[src/rtl/pll_reset_seq_pkg.sv]
// pll_reset_seq_pkg: state codes, opcodes, reset-vector and status-bit positions shared by pll_reset_sequencer
package pll_reset_seq_pkg;
  typedef enum logic [3:0] {
    ST_IDLE       = 4'd0,
    ST_PHI_RST    = 4'd1,
    ST_PHI_WAIT   = 4'd2,
    ST_THETA_RST  = 4'd3,
    ST_THETA_WAIT = 4'd4,
    ST_SETTLE     = 4'd5,
    ST_REL_TDC    = 4'd6,
    ST_REL_AES    = 4'd7,
    ST_DONE       = 4'd8,
    ST_FAULT      = 4'd9
  } state_t;
  localparam logic [1:0] OP_STATUS   = 2'd0;
  localparam logic [1:0] OP_FULL_SEQ = 2'd1;
  localparam logic [1:0] OP_HOLD_ALL = 2'd2;
  localparam logic [1:0] OP_AES_ONLY = 2'd3;
  localparam int RB_AES   = 0;
  localparam int RB_TDC   = 1;
  localparam int RB_THETA = 2;
  localparam int RB_PHI   = 3;
  localparam int SB_ACK   = 0;
  localparam int SB_BUSY  = 1;
  localparam int SB_TMO   = 2;
  localparam int SB_PHI   = 3;
  localparam int SB_THETA = 4;
  localparam int SB_LOST  = 5;
  localparam int SB_STATE = 6;
  localparam int SB_OP    = 10;
  localparam int SYNC_LAG = 2;
endpackage

[src/rtl/pll_reset_sequencer_sync2.sv]
// sync2: two-flop synchroniser bringing an asynchronous level into the clk domain (o_q lags i_d by 2 cycles)
module sync2 (
  input  logic clk,
  input  logic i_d,
  output logic o_q
);
  logic r_meta;
  logic r_q;
  always_ff @(posedge clk) begin
    r_meta <= i_d;
    r_q <= r_meta;
  end
  assign o_q = r_q;
endmodule

[src/rtl/pll_reset_sequencer.sv]
// pll_reset_sequencer: ordered phi/theta PLL, TDC and AES reset sequencing behind a toggle-handshake cmd_word/status_word PIO pair
module pll_reset_sequencer
  import pll_reset_seq_pkg::*;
#(
  parameter int RESET_HOLD    = 16,
  parameter int LOCK_TIMEOUT  = 1048576,
  parameter int SETTLE_CYCLES = 64,
  parameter int AES_GAP       = 8
) (
  input  logic        clk,
  input  logic        reset,
  input  logic [31:0] cmd_word,
  input  logic        phi_locked,
  input  logic        theta_locked,
  output logic [31:0] status_word,
  output logic        phi_pll_rst,
  output logic        theta_pll_rst,
  output logic        tdc_rst,
  output logic        aes_rst
);
  localparam int CW = $clog2(LOCK_TIMEOUT + 1);
  localparam logic [CW-1:0] C_HOLD   = CW'(RESET_HOLD - 1);
  localparam logic [CW-1:0] C_TMO    = CW'(LOCK_TIMEOUT - 1);
  localparam logic [CW-1:0] C_SETTLE = CW'(SETTLE_CYCLES - 1);
  localparam logic [CW-1:0] C_GAP    = CW'(AES_GAP - 1);
  localparam logic [CW-1:0] C_LAG    = CW'(SYNC_LAG - 1);
  state_t r_state, w_state_nxt;
  logic [2:0] r_cmd;
  logic [3:0] r_rst, w_rst_nxt;
  logic [1:0] r_last_op, w_last_op_nxt;
  logic [CW-1:0] r_cnt, w_cnt_nxt;
  logic r_ack, r_tmo, r_lost;
  logic w_ack_nxt, w_tmo_nxt, w_lost_nxt;
  logic w_phi_s, w_theta_s, w_req, w_loss_act, w_lag, w_tmo_hit, w_unused;
  sync2 u_phi_sync (.clk(clk), .i_d(phi_locked), .o_q(w_phi_s));
  sync2 u_theta_sync (.clk(clk), .i_d(theta_locked), .o_q(w_theta_s));
  assign w_unused = ^cmd_word[31:3];
  assign w_req = (r_cmd[0] != r_ack) && (r_state == ST_IDLE);
  assign w_loss_act = !r_rst[RB_TDC] && !(w_phi_s && w_theta_s) && (r_state inside {ST_IDLE, ST_REL_TDC, ST_REL_AES});
  // a lock seen in the first cycles after a PLL reset release is still the stale pre-reset value in the synchroniser
  assign w_lag = r_cnt >= C_LAG;
  assign w_tmo_hit = r_cnt == C_TMO;
  assign w_cnt_nxt = (w_state_nxt != r_state) ? '0 : r_cnt + CW'(1);
  always_comb begin
    w_state_nxt = r_state;
    w_rst_nxt = r_rst;
    w_ack_nxt = r_ack;
    w_tmo_nxt = r_tmo;
    w_lost_nxt = r_lost;
    w_last_op_nxt = r_last_op;
    // lock loss wins over a pending request; the request is picked up once tdc_rst is back high
    if (w_loss_act) begin
      w_state_nxt = (r_state == ST_IDLE) ? ST_IDLE : ST_DONE;
      w_rst_nxt[RB_TDC] = 1'b1;
      w_rst_nxt[RB_AES] = 1'b1;
      w_lost_nxt = 1'b1;
    end else begin
      case (r_state)
        ST_IDLE: if (w_req) begin
          w_last_op_nxt = r_cmd[2:1];
          case (r_cmd[2:1])
            OP_STATUS: w_state_nxt = ST_DONE;
            OP_FULL_SEQ: begin
              w_state_nxt = ST_PHI_RST;
              w_rst_nxt = '1;
              w_tmo_nxt = 1'b0;
              w_lost_nxt = 1'b0;
            end
            OP_HOLD_ALL: begin
              w_state_nxt = ST_DONE;
              w_rst_nxt = '1;
            end
            default: begin
              w_state_nxt = (w_phi_s && w_theta_s && !r_rst[RB_TDC]) ? ST_REL_AES : ST_FAULT;
              w_rst_nxt[RB_AES] = 1'b1;
            end
          endcase
        end
        ST_PHI_RST: if (r_cnt == C_HOLD) begin
          w_state_nxt = ST_PHI_WAIT;
          w_rst_nxt[RB_PHI] = 1'b0;
        end
        ST_PHI_WAIT: if (w_phi_s && w_lag) begin
          w_state_nxt = ST_THETA_RST;
          w_rst_nxt[RB_THETA] = 1'b1;
        end else if (w_tmo_hit) w_state_nxt = ST_FAULT;
        ST_THETA_RST: if (r_cnt == C_HOLD) begin
          w_state_nxt = ST_THETA_WAIT;
          w_rst_nxt[RB_THETA] = 1'b0;
        end
        ST_THETA_WAIT: w_state_nxt = (w_theta_s && w_lag) ? ST_SETTLE : w_tmo_hit ? ST_FAULT : ST_THETA_WAIT;
        ST_SETTLE: begin
          w_state_nxt = !w_phi_s ? ST_PHI_WAIT : !w_theta_s ? ST_THETA_WAIT : (r_cnt == C_SETTLE) ? ST_REL_TDC : ST_SETTLE;
          w_rst_nxt[RB_TDC] = !(w_phi_s && w_theta_s && r_cnt == C_SETTLE);
        end
        ST_REL_TDC: if (r_cnt == C_GAP) begin
          w_state_nxt = ST_REL_AES;
          w_rst_nxt[RB_AES] = 1'b0;
        end
        // full sequence passes straight through; AES_ONLY entered with aes_rst high and holds it RESET_HOLD cycles
        ST_REL_AES: if (r_last_op != OP_AES_ONLY || r_cnt == C_HOLD) begin
          w_state_nxt = ST_DONE;
          w_rst_nxt[RB_AES] = 1'b0;
        end
        ST_DONE: begin
          w_state_nxt = ST_IDLE;
          w_ack_nxt = ~r_ack;
        end
        ST_FAULT: begin
          w_state_nxt = ST_IDLE;
          w_ack_nxt = ~r_ack;
          w_tmo_nxt = 1'b1;
          w_rst_nxt = '1;
        end
        default: w_state_nxt = ST_IDLE;
      endcase
    end
  end
  always_ff @(posedge clk) begin
    if (reset) begin
      r_state <= ST_IDLE;
      r_cmd <= '0;
      r_rst <= '1;
      r_cnt <= '0;
      r_ack <= 1'b0;
      r_tmo <= 1'b0;
      r_lost <= 1'b0;
      r_last_op <= '0;
    end else begin
      r_state <= w_state_nxt;
      r_cmd <= cmd_word[2:0];
      r_rst <= w_rst_nxt;
      r_cnt <= w_cnt_nxt;
      r_ack <= w_ack_nxt;
      r_tmo <= w_tmo_nxt;
      r_lost <= w_lost_nxt;
      r_last_op <= w_last_op_nxt;
    end
  end
  always_comb begin
    status_word = '0;
    status_word[SB_ACK] = r_ack;
    status_word[SB_BUSY] = r_state != ST_IDLE;
    status_word[SB_TMO] = r_tmo;
    status_word[SB_PHI] = w_phi_s;
    status_word[SB_THETA] = w_theta_s;
    status_word[SB_LOST] = r_lost;
    status_word[SB_STATE +: 4] = r_state;
    status_word[SB_OP +: 2] = r_last_op;
  end
  assign phi_pll_rst = r_rst[RB_PHI];
  assign theta_pll_rst = r_rst[RB_THETA];
  assign tdc_rst = r_rst[RB_TDC];
  assign aes_rst = r_rst[RB_AES];
endmodule

[config.mk]
export PLATFORM = sky130hd
export DESIGN_NAME = pll_reset_sequencer
export DESIGN_NICKNAME = d
export VERILOG_FILES = /design/src/rtl/pll_reset_seq_pkg.sv /design/src/rtl/pll_reset_sequencer_sync2.sv /design/src/rtl/pll_reset_sequencer.sv
export SDC_FILE = /design/constraint.sdc
export NUM_CORES = 1
export LEC_CHECK = 0
export ABC_AREA = 0
export BUFFER_PORTS_ARGS = -buffer_cell sky130_fd_sc_hd__buf_2
export CORE_ASPECT_RATIO = 0.6
export CORE_MARGIN = 8
export CORE_UTILIZATION = 54
export CTS_BUF_LIST = sky130_fd_sc_hd__clkbuf_2
export DETAILED_ROUTE_END_ITERATION = 6
export PLACE_DENSITY = 0.93
export SKIP_LAST_GASP = 1
export SYNTH_ARGS = -nofsm -noshare
export SYNTH_HDL_FRONTEND = slang
export SYNTH_SLANG_ARGS = --single-unit
[constraint.sdc]
create_clock -name clk -period 2.8 [get_ports clk]
set_input_delay 0.42 -clock clk [delete_from_list [all_inputs] [get_ports clk]]
set_output_delay 0.42 -clock clk [all_outputs]
set_load 0.01 [all_outputs]
==> flow_summary_export.csv, run 1 <==
group,metric,value,unit
min_path,timing.hold.worst_path_depth,1,
placed_design,pre_cts_slack,0.2352,ns
sta,setup_tns,0,ns
sta,layout_setup_ws,0.1952,ns
synth,synth_top_family_by_area,"simple AND/OR/NAND/NOR gates",
floorplanning,core_area,0.004541,mm2
global_route,met2_usage_in_global_routing,0.2315,
cts,htree_num_levels,2,
critical_path,reg2regPathDepth,9,
detailed_routing,avgViaCountPerCell,5.613,
global_route,antenna_found_initial,0,
critical_path,r2r_setup_slack,0.20,ns
synth,post_synth_fa_ha_maj_area_fraction,0.02967,
sta,finalHoldViolations,0,
detailed_routing,ant_nets,0,
synth,post_synth_inst_count,300,
sta,timing.hold.ws,0.1209,ns
detailed_routing,drc,0,
sta,maxSlewViolCount,0,
floorplanning,die_area,0.007203,mm2
cts,clockRootBuffer,"sky130_fd_sc_hd__clkbuf_2",
finish,seq_area,820.8,um2
placed_design,buffer_ports.inserted,22,
global_route,global_route.overflow_total,0,
floorplanning,die_h,69.02,um
floorplanning,start_util,0.5572,
global_route,grt.busiest_layer,"met1",
global_route,grt_start_max_net_pins,22,
min_path,timing.hold.worst.start,"theta_locked",
synth,post_synth_edffs,0,
critical_path,critical_path_class,"flip-flop to flip-flop",
finish,layout-area-overhead-vs-synth,6.528,%
floorplanning,fp.dieW,104.4,um
detailed_routing,detail_route.wirelength,6.204,mm
synth,synth.yosys.seq_area_share,0.3244,
floorplanning,floorplan.io_pins,72,
sta,worst_case_headroom_to_the_max_slew_limit,0.4152,
cts,cts_made_buffers,5,
sta,finalClockSkew,0.01393,ns
synth,synth-main-ff-cell,"sky130_fd_sc_hd__dfxtp_1",
cts,cts_repair_resize_count,0,
power,pwr_density,441.3,mW/mm2
finish,multi_input_area,0.001470,mm2
cts,cts_num_sinks,41,
cts,tritoncts,"done",
finish,drive_gt1_frac,0.2338,
sta,timing.final.crit_period,2.605,ns
synth,async_reset_ff_frac,0,
global_route,first_global_vias,2019,
global_route,gr-usage-all-layers,0.1677,
synth,yosys.area_share.simple,0.2967,
cts,post_cts.repair.setup_buffers,0,
synth,synth.area.mux_share,0.007913,
finish,final_cell_count_no_fill,388,
cts,clockBufferDepth,2,
sta,max_clock_freq,383.9,MHz
synth,number_of_warning_messages_in_the_yosys_log,0,
critical_path,arrival,2.90,ns
finish,most_common_library_cell_in_the_layout_ignoring_fill_and_taps,"sky130_fd_sc_hd__dfxtp_1",
detailed_routing,wl_per_cell,15.99,um
global_route,grt_first_pass_wirelength,10.03,mm
global_route,global_route.usage.met1,0.2418,
critical_path,crit_path_end_kind,"flip-flop",
power,totalPowerFinal,1.189,mW
synth,synth_area_per_cell,8.433,um2
run_status,run_status,"finished clean",
run,drv_cap,0,
synth,synth.cell_area,0.002530,mm2
sta,fin_crit_sh,0.9303,
detailed_routing,via_count,2178,
detailed_routing,drt_first_iter_violations,211,
synth,yosys.area_share.xor_xnor,0.07962,
cts,clk_latency,0.38,ns
min_path,worst_hold_path_type,"input pin to flip-flop",
finish,insertedDiodeCount,0,
synth,synth_compound_area_frac,0.1375,
floorplanning,floorplan.rows,19,
placed_design,finalWeightedCongestion,1.057,
finish,num-nets-final,366,
sta,grt_setup_unrepaired,"false",
critical_path,cp.required,3.10,ns
finish,layout_common_cells,"sky130_fd_sc_hd__dfxtp_1, sky130_fd_sc_hd__nor2_1, sky130_fd_sc_hd__buf_2",
sta,setup_viol_count_final,0,
detailed_routing,detail_route.first_pass.iterations,4,
min_path,holdPathEnd,"u_theta_sync.r_meta",
critical_path,startpoint_type,"flip-flop",
critical_path,critical_path.reg2reg.startpoint,"r_cnt[0]",
power,worst_ir_drop_vdd,296.0,uV
critical_path,regToRegEndpoint,"r_cnt[4]",
power,total_leakage_power,1.046,nW
finish,nFillCells,421,
cts,clk_pin_slew_worst_paths,0.21,ns
cts,cts_hold_buf,0,
critical_path,timing.critical_path.fanout_max,21,
placed_design,placedCellCount,380,
placed_design,dpl.hpwl,4.804,mm
synth,synth-seq-cells,41,
synth,synth.lib_cells_used.distinct,48,
global_route,global_route.usage.met3,0.06215,
sta,transition_time_at_the_pin_with_the_least_slew_margin,0.8691,ns
[state kept, by name, summed over array words and instances (netlist names), 2 cells and up]
name / count
r_state: 4
r_last_op: 2
r_cmd: 3
r_rst: 4
r_cnt: 21
[where the power goes]
| part | internal [mW] | total [mW] | switching, mW | leakage, nW |
|---|---|---|---|---|
| clock | 0.152 | 0.346 | 0.194 | 0.0406 |
| sequential | 0.604 | 0.623 | 0.0193 | 0.334 |
| combinational | 0.0821 | 0.220 | 0.137 | 0.672 |
| total | 0.839 | 1.19 | 0.351 | 1.05 |
[per-stage QoR]
stage / area (um2) / utilization
after detailed placement: 2631 / 0.5795
after global routing: 2695 / 0.5936
final: 2695 / 0.5936
after floorplan: 2601 / -
after CTS: 2695 / 0.5936
after global placement: 2631 / 0.5795
[critical path, stage by stage (launching register included)]
cell and delay [ns]:
sky130_fd_sc_hd__dfxtp_1 0.47, sky130_fd_sc_hd__ha_1 0.25, sky130_fd_sc_hd__nand3_1 0.27, sky130_fd_sc_hd__nor3_2 0.28, sky130_fd_sc_hd__nand3_1 0.17, sky130_fd_sc_hd__o21bai_1 0.23
sky130_fd_sc_hd__or4b_1 0.47, sky130_fd_sc_hd__nand4_2 0.13, sky130_fd_sc_hd__buf_12 0.19, sky130_fd_sc_hd__nor2_2 0.06
[layout make-up]
type                       count  area share
clock inverter                 2     0.01253
multi-input combinational    232      0.5455
inverter                       7    0.009749
sequential                    41      0.3046
clock buffer                   6     0.01114
tap                           63     0.02925
timing repair buffer          37     0.08728
[kinds of logic after synthesis]
kind of cell    count (synthesis)
mux                             2
compound gates                 47
fa+ha+maj                       6
simple gates                  134
flops                          41
other cells                     1
xor+xnor                       23
buf+inv                        46
[routing by layer]
metal / share of wire / wire (um) / vias up
met5: 0 / 0 / -
met4: 0.0031 / 19 / 0
met3: 0.12 / 743 / 4
met2: 0.41 / 2514 / 124
met1: 0.47 / 2928 / 1001
li1: - / - / 1049
[how the worst max path moves through the flow]
stage,from,endpoint,cells after the start
2_1_floorplan,r_cnt[0],r_cnt[10],9
3_3_place_gp,r_cnt[0],r_cnt[17],9
3_5_place_dp,r_cnt[0],r_cnt[17],9
4_1_cts,r_cnt[0],r_cnt[4],9
5_1_grt,r_cnt[0],r_cnt[4],9
6_report,r_cnt[0],r_cnt[4],9
[synthesized netlist by cell type (3+ instances only)]
cell type | instances | area share
sky130_fd_sc_hd__dfxtp_1 | 41 | 0.32
sky130_fd_sc_hd__nor2b_1 | 5 | 0.012
sky130_fd_sc_hd__nor3_2 | 3 | 0.012
sky130_fd_sc_hd__buf_6 | 4 | 0.018
sky130_fd_sc_hd__xor2_1 | 14 | 0.048
sky130_fd_sc_hd__nor2_1 | 23 | 0.034
sky130_fd_sc_hd__buf_4 | 27 | 0.080
sky130_fd_sc_hd__a21oi_1 | 14 | 0.028
sky130_fd_sc_hd__nor2_2 | 20 | 0.049
sky130_fd_sc_hd__and3_1 | 5 | 0.012
sky130_fd_sc_hd__inv_1 | 7 | 0.010
sky130_fd_sc_hd__buf_2 | 4 | 0.0079
sky130_fd_sc_hd__nand4_1 | 8 | 0.020
sky130_fd_sc_hd__ha_1 | 6 | 0.030
sky130_fd_sc_hd__and4_1 | 3 | 0.010
sky130_fd_sc_hd__nand2_1 | 20 | 0.030
sky130_fd_sc_hd__nand3_1 | 12 | 0.024
sky130_fd_sc_hd__nor4_1 | 6 | 0.015
sky130_fd_sc_hd__or3_1 | 6 | 0.015
sky130_fd_sc_hd__a31oi_1 | 5 | 0.012
sky130_fd_sc_hd__clkbuf_1 | 3 | 0.0045
sky130_fd_sc_hd__nor3_1 | 11 | 0.022
sky130_fd_sc_hd__xnor2_1 | 9 | 0.031
sky130_fd_sc_hd__o21ai_0 | 10 | 0.020
Power figures use the tool's default switching activity.
==> inputs of run 2 (changes only) <==
- clock period: 2.8 -> 2.56 ns (I/O delays scaled with it)
==> flow_summary_export.csv, run 2 (synthesis results as in run 1) <==
group,metric,value,unit
cts,cts_made_buffers,5,
global_route,grt_start_max_net_pins,16,
power,switching_share,0.3158,
critical_path,crit_path_end_kind,"flip-flop",
finish,layout_common_cells,"sky130_fd_sc_hd__dfxtp_1, sky130_fd_sc_hd__nor2_1, sky130_fd_sc_hd__buf_2, sky130_fd_sc_hd__buf_4",
critical_path,regToRegEndpoint,"r_cnt[18]",
power,part_of_the_power_in_combinational_logic,0.206,
sta,setup_viol_count_final,0,
critical_path,cp.required,2.88,ns
critical_path,timing.critical_path.depth,9,
power,total_leakage_power,1.076,nW
floorplanning,floorplan.rows,19,
critical_path,startpoint_type,"flip-flop",
finish,drive_gt1_frac,0.2681,
min_path,worst_hold_path_type,"input pin to flip-flop",
detailed_routing,via_count,2274,
floorplanning,fp.dieW,104.4,um
sta,timing.final.crit_period,2.471,ns
finish,layout-area-overhead-vs-synth,8.160,%
sta,finalHoldViolations,0,
cts,cts_num_sinks,41,
run,drv_cap,0,
critical_path,crit_end,"r_cnt[18]",
cts,htree_num_levels,2,
finish,seq_area,825.8,um2
finish,biggestRegsByFlops,"r_cnt x21, r_rst x4, r_state x4",
power,netSwitchingPower,0.3791,mW
cts,clk_pin_slew_worst_paths,0.20,ns
detailed_routing,avgViaCountPerCell,5.757,
finish,multi_input_area,0.001476,mm2
global_route,antenna_found_initial,0,
detailed_routing,detail_route.wirelength,6.242,mm
critical_path,reg2regPathDepth,9,
finish,nFillCells,414,
finish,num-nets-final,374,
detailed_routing,drc,0,
detailed_routing,detail_route.first_pass.iterations,5,
sta,fin_crit_sh,0.9651,
finish,most_common_library_cell_in_the_layout_ignoring_fill_and_taps,"sky130_fd_sc_hd__dfxtp_1",
placed_design,dpl.hpwl,4.876,mm
global_route,grt_first_pass_wirelength,10.21,mm
critical_path,crit_path_max_incr_delay,0.55,ns
finish,top_register,"r_cnt",
critical_path,crit_path_cell_trace,"buf_4 > or4_4 > nor2_4 > a21boi_1 > o21bai_1 > or4b_1 > nand4_2 > buf_12 > nor2_2",
power,share_clk_of_total_power,0.225,
finish,final_util,0.6026,
min_path,timing.hold.worst_path_depth,1,
power,pwr_density,438.8,mW/mm2
critical_path,critical_path.startpoint,"r_cnt[1]",
placed_design,buffer_ports.inserted,22,
floorplanning,start_util,0.5572,
detailed_routing,ant_nets,0,
global_route,first_global_vias,2061,
sta,max_clock_freq,404.8,MHz
critical_path,crit_slowest_cell,"sky130_fd_sc_hd__or4_4",
floorplanning,die_h,69.02,um
detailed_routing,wl_per_cell,15.80,um
critical_path,critical_path_class,"flip-flop to flip-flop",
sta,transition_time_at_the_pin_with_the_least_slew_margin,0.4951,ns
global_route,gr-usage-all-layers,0.1706,
finish,insertedDiodeCount,0,
floorplanning,core_area,0.004541,mm2
global_route,global_route.overflow_total,0,
critical_path,timing.critical_path.buf_inv,2,
run_status,run_status,"finished clean",
power,pwr-share-seq,0.569,
placed_design,finalWeightedCongestion,1.015,
critical_path,timing.critical_path.fanout_max,15,
critical_path,critical_path.reg2reg.startpoint,"r_cnt[1]",
sta,finalClockSkew,0.02337,ns
critical_path,arrival,2.79,ns
critical_path,r2r_setup_slack,0.09,ns
detailed_routing,drt_first_iter_violations,291,
power,power.internal,0.8215,mW
power,worst_ir_drop_vdd,368.9,uV
cts,clockRootBuffer,"sky130_fd_sc_hd__clkbuf_2",
sta,worst_case_headroom_to_the_max_slew_limit,0.6614,
sta,setup_tns,0,ns
floorplanning,floorplan.io_pins,72,
cts,tritoncts,"done",
cts,clk_latency,0.42,ns
cts,cts_hold_buf,0,
sta,maxSlewViolCount,0,
cts,clockBufferDepth,2,
finish,max_reg_flops,21,
critical_path,timing.critical_path.max_delay_family,"simple AND/OR/NAND/NOR gates",
floorplanning,die_area,0.007203,mm2
==> run 2: changes by cell type in the layout (fill, tap and decap cells not counted), sizes merged <==
cell    delta
buf        +8
bufinv     -1
==> run 2: worst min-delay path by stage <==
stage,start,to,slack (ns)
after detailed placement,u_phi_sync.r_meta,u_phi_sync.o_q,0.32
after global placement,u_theta_sync.r_meta,u_theta_sync.o_q,0.31
after floorplan,u_phi_sync.r_meta,u_phi_sync.o_q,0.31
final,theta_locked,u_theta_sync.r_meta,0.05
after CTS,theta_locked,u_theta_sync.r_meta,0.05
after global routing,theta_locked,u_theta_sync.r_meta,0.04
==> run 2: repair_timing <==
item | 4_1_cts | 5_1_grt
buffers inserted | 0 | 1
setup endpoints to repair | 0 | 21
resized for setup | 0 | 6
==> run 2: metal layers <==
metal | wire (um) | GRT usage | up-vias
met5 | 0 | 0 | -
met4 | 73 | 0.03987 | 0
met3 | 827 | 0.06401 | 14
met2 | 2520 | 0.2407 | 142
met1 | 2821 | 0.2365 | 1051
li1 | - | - | 1067
==> run 2: power groups by stage <==
stage          registers, mW  clock network [mW]  logic, mW
6_report               0.684               0.270      0.247
5_1_grt                0.688               0.297      0.265
4_1_cts                0.683               0.272      0.238
3_5_place_dp           0.696                   0      0.237
3_3_place_gp           0.695                   0      0.230
2_1_floorplan          0.694                   0      0.202
==> run 2: final cells by class <==
class | count | share of cell area
Timing Repair Buffer | 45 | 0.1079
Inverter | 7 | 0.009602
Sequential cell | 41 | 0.3018
Clock buffer | 6 | 0.01097
Multi-Input combinational cell | 232 | 0.5396
Tap cell | 63 | 0.02881
Clock inverter | 1 | 0.001372
==> run 2: worst reg2reg max path: cells and delay by family (launching register included) <==
family | cells | cell delay, ns
AO/OA/AOI/OAI | 2 | 0.28
buffers and inverters | 2 | 0.31
flip-flops | 1 | 0.37
AND/OR/NAND/NOR | 5 | 1.43
==> run 2: stage by stage <==
step	worst slack (ns)	area (um2)	std cells	power, mW	hold slack (ns)
after detailed placement	0.07662	2684	387	0.9337	0.3184
after global placement	0.1407	2684	387	0.9253	0.3119
final	0.08934	2736	395	1.201	0.04625
after floorplan	0.2325	2601	319	0.8959	0.3096
after global routing	-0.01359	2736	395	1.250	0.03642
after CTS	0.03255	2718	394	1.193	0.05275
==> inputs of run 3 (changes only) <==
- CORE_ASPECT_RATIO: 0.6 -> unset
- CORE_UTILIZATION: 54 -> 58
- PLACE_DENSITY: 0.93 -> 0.95
- clock period: 2.56 -> 3 ns (I/O delays scaled with it)
==> flow_summary_export.csv, run 3 (synthesis results as in run 1) <==
group,metric,value,unit
finish,final_area,0.002587,mm2
cts,clk_pin_slew_worst_paths,0.19,ns
power,part_of_the_power_in_combinational_logic,0.190,
sta,maxSlewViolCount,0,
placed_design,pre_cts_slack,0.4302,ns
sta,finalHoldViolations,0,
floorplanning,floorplan.rows,24,
sta,max_clock_freq,376.6,MHz
critical_path,timing.critical_path.max_delay_family,"compound AO/OA/AOI/OAI gates",
power,pwr_density,389.7,mW/mm2
detailed_routing,drt_first_iter_violations,248,
power,pwr-share-seq,0.580,
floorplanning,fp.dieW,82.05,um
cts,cts_made_buffers,5,
critical_path,crit_end,"r_cnt[7]",
critical_path,r2r_setup_slack,0.34,ns
detailed_routing,via_count,2106,
critical_path,crit_slowest_cell,"sky130_fd_sc_hd__dfxtp_1",
power,switching_share,0.3172,
floorplanning,die_h,82.05,um
finish,biggestRegsByFlops,"r_cnt x21, r_rst x4, r_state x4",
sta,fin_crit_sh,0.8851,
global_route,grt_first_pass_wirelength,8.894,mm
placed_design,buffer_ports.inserted,22,
critical_path,crit_path_end_kind,"flip-flop",
critical_path,timing.critical_path.depth,8,
sta,grt_setup_unrepaired,"false",
global_route,gr-usage-all-layers,0.1679,
finish,layout-area-overhead-vs-synth,2.275,%
power,netSwitchingPower,0.3199,mW
power,totalPowerFinal,1.008,mW
finish,max_reg_flops,21,
finish,drive_gt1_frac,0.2089,
global_route,grt_start_max_net_pins,22,
floorplanning,floorplan.io_pins,72,
sta,finalClockSkew,0.02361,ns
finish,most_common_library_cell_in_the_layout_ignoring_fill_and_taps,"sky130_fd_sc_hd__dfxtp_1",
global_route,global_route.overflow_total,0,
power,worst_ir_drop_vdd,210.5,uV
power,share_clk_of_total_power,0.230,
detailed_routing,detail_route.first_pass.iterations,6,
detailed_routing,detail_route.wirelength,5.556,mm
cts,cts_repair_resize_count,0,
critical_path,critical_path.reg2reg.startpoint,"r_state[1]",
cts,clk_latency,0.42,ns
critical_path,timing.critical_path.fanout_max,21,
cts,clockBufferDepth,2,
sta,layout_setup_ws,0.3447,ns
global_route,first_global_vias,1956,
cts,htree_num_levels,2,
floorplanning,die_area,0.006731,mm2
cts,clockRootBuffer,"sky130_fd_sc_hd__clkbuf_2",
critical_path,crit_path_cell_trace,"nand2_1 > o22a_1 > a2111oi_4 > a211oi_2 > a2111oi_2 > nand4_2 > buf_12 > nor2_2",
cts,post_cts.repair.setup_buffers,0,
critical_path,cp.required,3.36,ns
placed_design,finalWeightedCongestion,0.9298,
sta,timing.hold.ws,0.1315,ns
finish,num-nets-final,357,
power,power.internal,0.6885,mW
floorplanning,start_util,0.5933,
critical_path,reg2regPathDepth,8,
finish,layout_common_cells,"sky130_fd_sc_hd__dfxtp_1, sky130_fd_sc_hd__nor2_1, sky130_fd_sc_hd__buf_2",
placed_design,dpl-instance-area,0.002550,mm2
sta,worst_case_headroom_to_the_max_slew_limit,0.5101,
sta,timing.final.crit_period,2.655,ns
cts,cts_hold_buf,0,
critical_path,timing.critical_path.buf_inv,1,
detailed_routing,avgViaCountPerCell,5.723,
finish,top_register,"r_cnt",
sta,setup_tns,0,ns
run,drv_cap,0,
cts,tritoncts,"done",
detailed_routing,ant_nets,0,
sta,setup_viol_count_final,0,
critical_path,arrival,3.01,ns
floorplanning,core_area,0.004264,mm2
run_status,run_status,"finished clean",
min_path,worst_hold_path_type,"input pin to flip-flop",
finish,nFillCells,399,
detailed_routing,drc,0,
power,total_leakage_power,0.9866,nW
critical_path,crit_path_max_incr_delay,0.83,ns
placed_design,dpl.hpwl,4.113,mm
global_route,antenna_found_initial,0,
cts,cts_num_sinks,41,
detailed_routing,wl_per_cell,15.10,um
critical_path,startpoint_type,"flip-flop",
finish,insertedDiodeCount,0,
critical_path,critical_path.startpoint,"r_state[1]",
sta,transition_time_at_the_pin_with_the_least_slew_margin,0.7281,ns
critical_path,regToRegEndpoint,"r_cnt[7]",
critical_path,critical_path_class,"flip-flop to flip-flop",
run 3: cell types whose count changed in the layout (fill, tap and decap cells not counted), sizes merged:
cell    delta
buf       -17
clkinv     +2
clkbuf     -1
run 3: worst register-to-register path, delay by kind of cell (launching register included):
family / cells / cell delay [ns]
simple gates: 3 / 0.41
compound gates: 4 / 1.16
flops: 1 / 0.83
buf+inv: 1 / 0.20
run 3: how the worst min path moves through the flow:
| stage | from | endpoint | slack, ns | depth (start not counted) |
|---|---|---|---|---|
| final | phi_locked | u_phi_sync.r_meta | 0.13 | 1 |
| after global routing | phi_locked | u_phi_sync.r_meta | 0.09 | 1 |
| after CTS | phi_locked | u_phi_sync.r_meta | 0.10 | 1 |
| after detailed placement | u_phi_sync.r_meta | u_phi_sync.o_q | 0.31 | 0 |
| after global placement | u_phi_sync.r_meta | u_phi_sync.o_q | 0.31 | 0 |
| after floorplan | u_phi_sync.r_meta | u_phi_sync.o_q | 0.31 | 0 |
run 3: stage by stage:
stage / std cells / util
2_1_floorplan: 319 / -
3_3_place_gp: 360 / 0.5980
3_5_place_dp: 360 / 0.5980
4_1_cts: 368 / 0.6068
5_1_grt: 368 / 0.6068
6_report: 368 / 0.6068
run 3: power by group through the flow:
stage	sequential [mW]	combinational [mW]	clock, mW
floorplan	0.593	0.172	0
global placement	0.595	0.184	0
detailed placement	0.596	0.189	0
CTS	0.585	0.190	0.239
global route	0.589	0.209	0.257
finish	0.585	0.191	0.232
run 3: routing by layer:
metal	routed length, um	vias to the layer above	global-route usage
li1	-	1036	-
met1	2193	945	0.1968
met2	2742	115	0.2881
met3	533	10	0.03501
met4	87	0	0.07368
met5	0	-	0
run 3: cell type report:
class | instances | area (um2) | share of cell area
clock buffers | 5 | 25.02 | 0.009671
flip-flops and latches | 41 | 820.8 | 0.3172
well taps | 52 | 65.06 | 0.02515
inverters | 7 | 26.28 | 0.01015
multi-input cells | 232 | 1470 | 0.5682
repair buffers | 28 | 167.7 | 0.06480
clock inverters | 3 | 12.51 | 0.004836
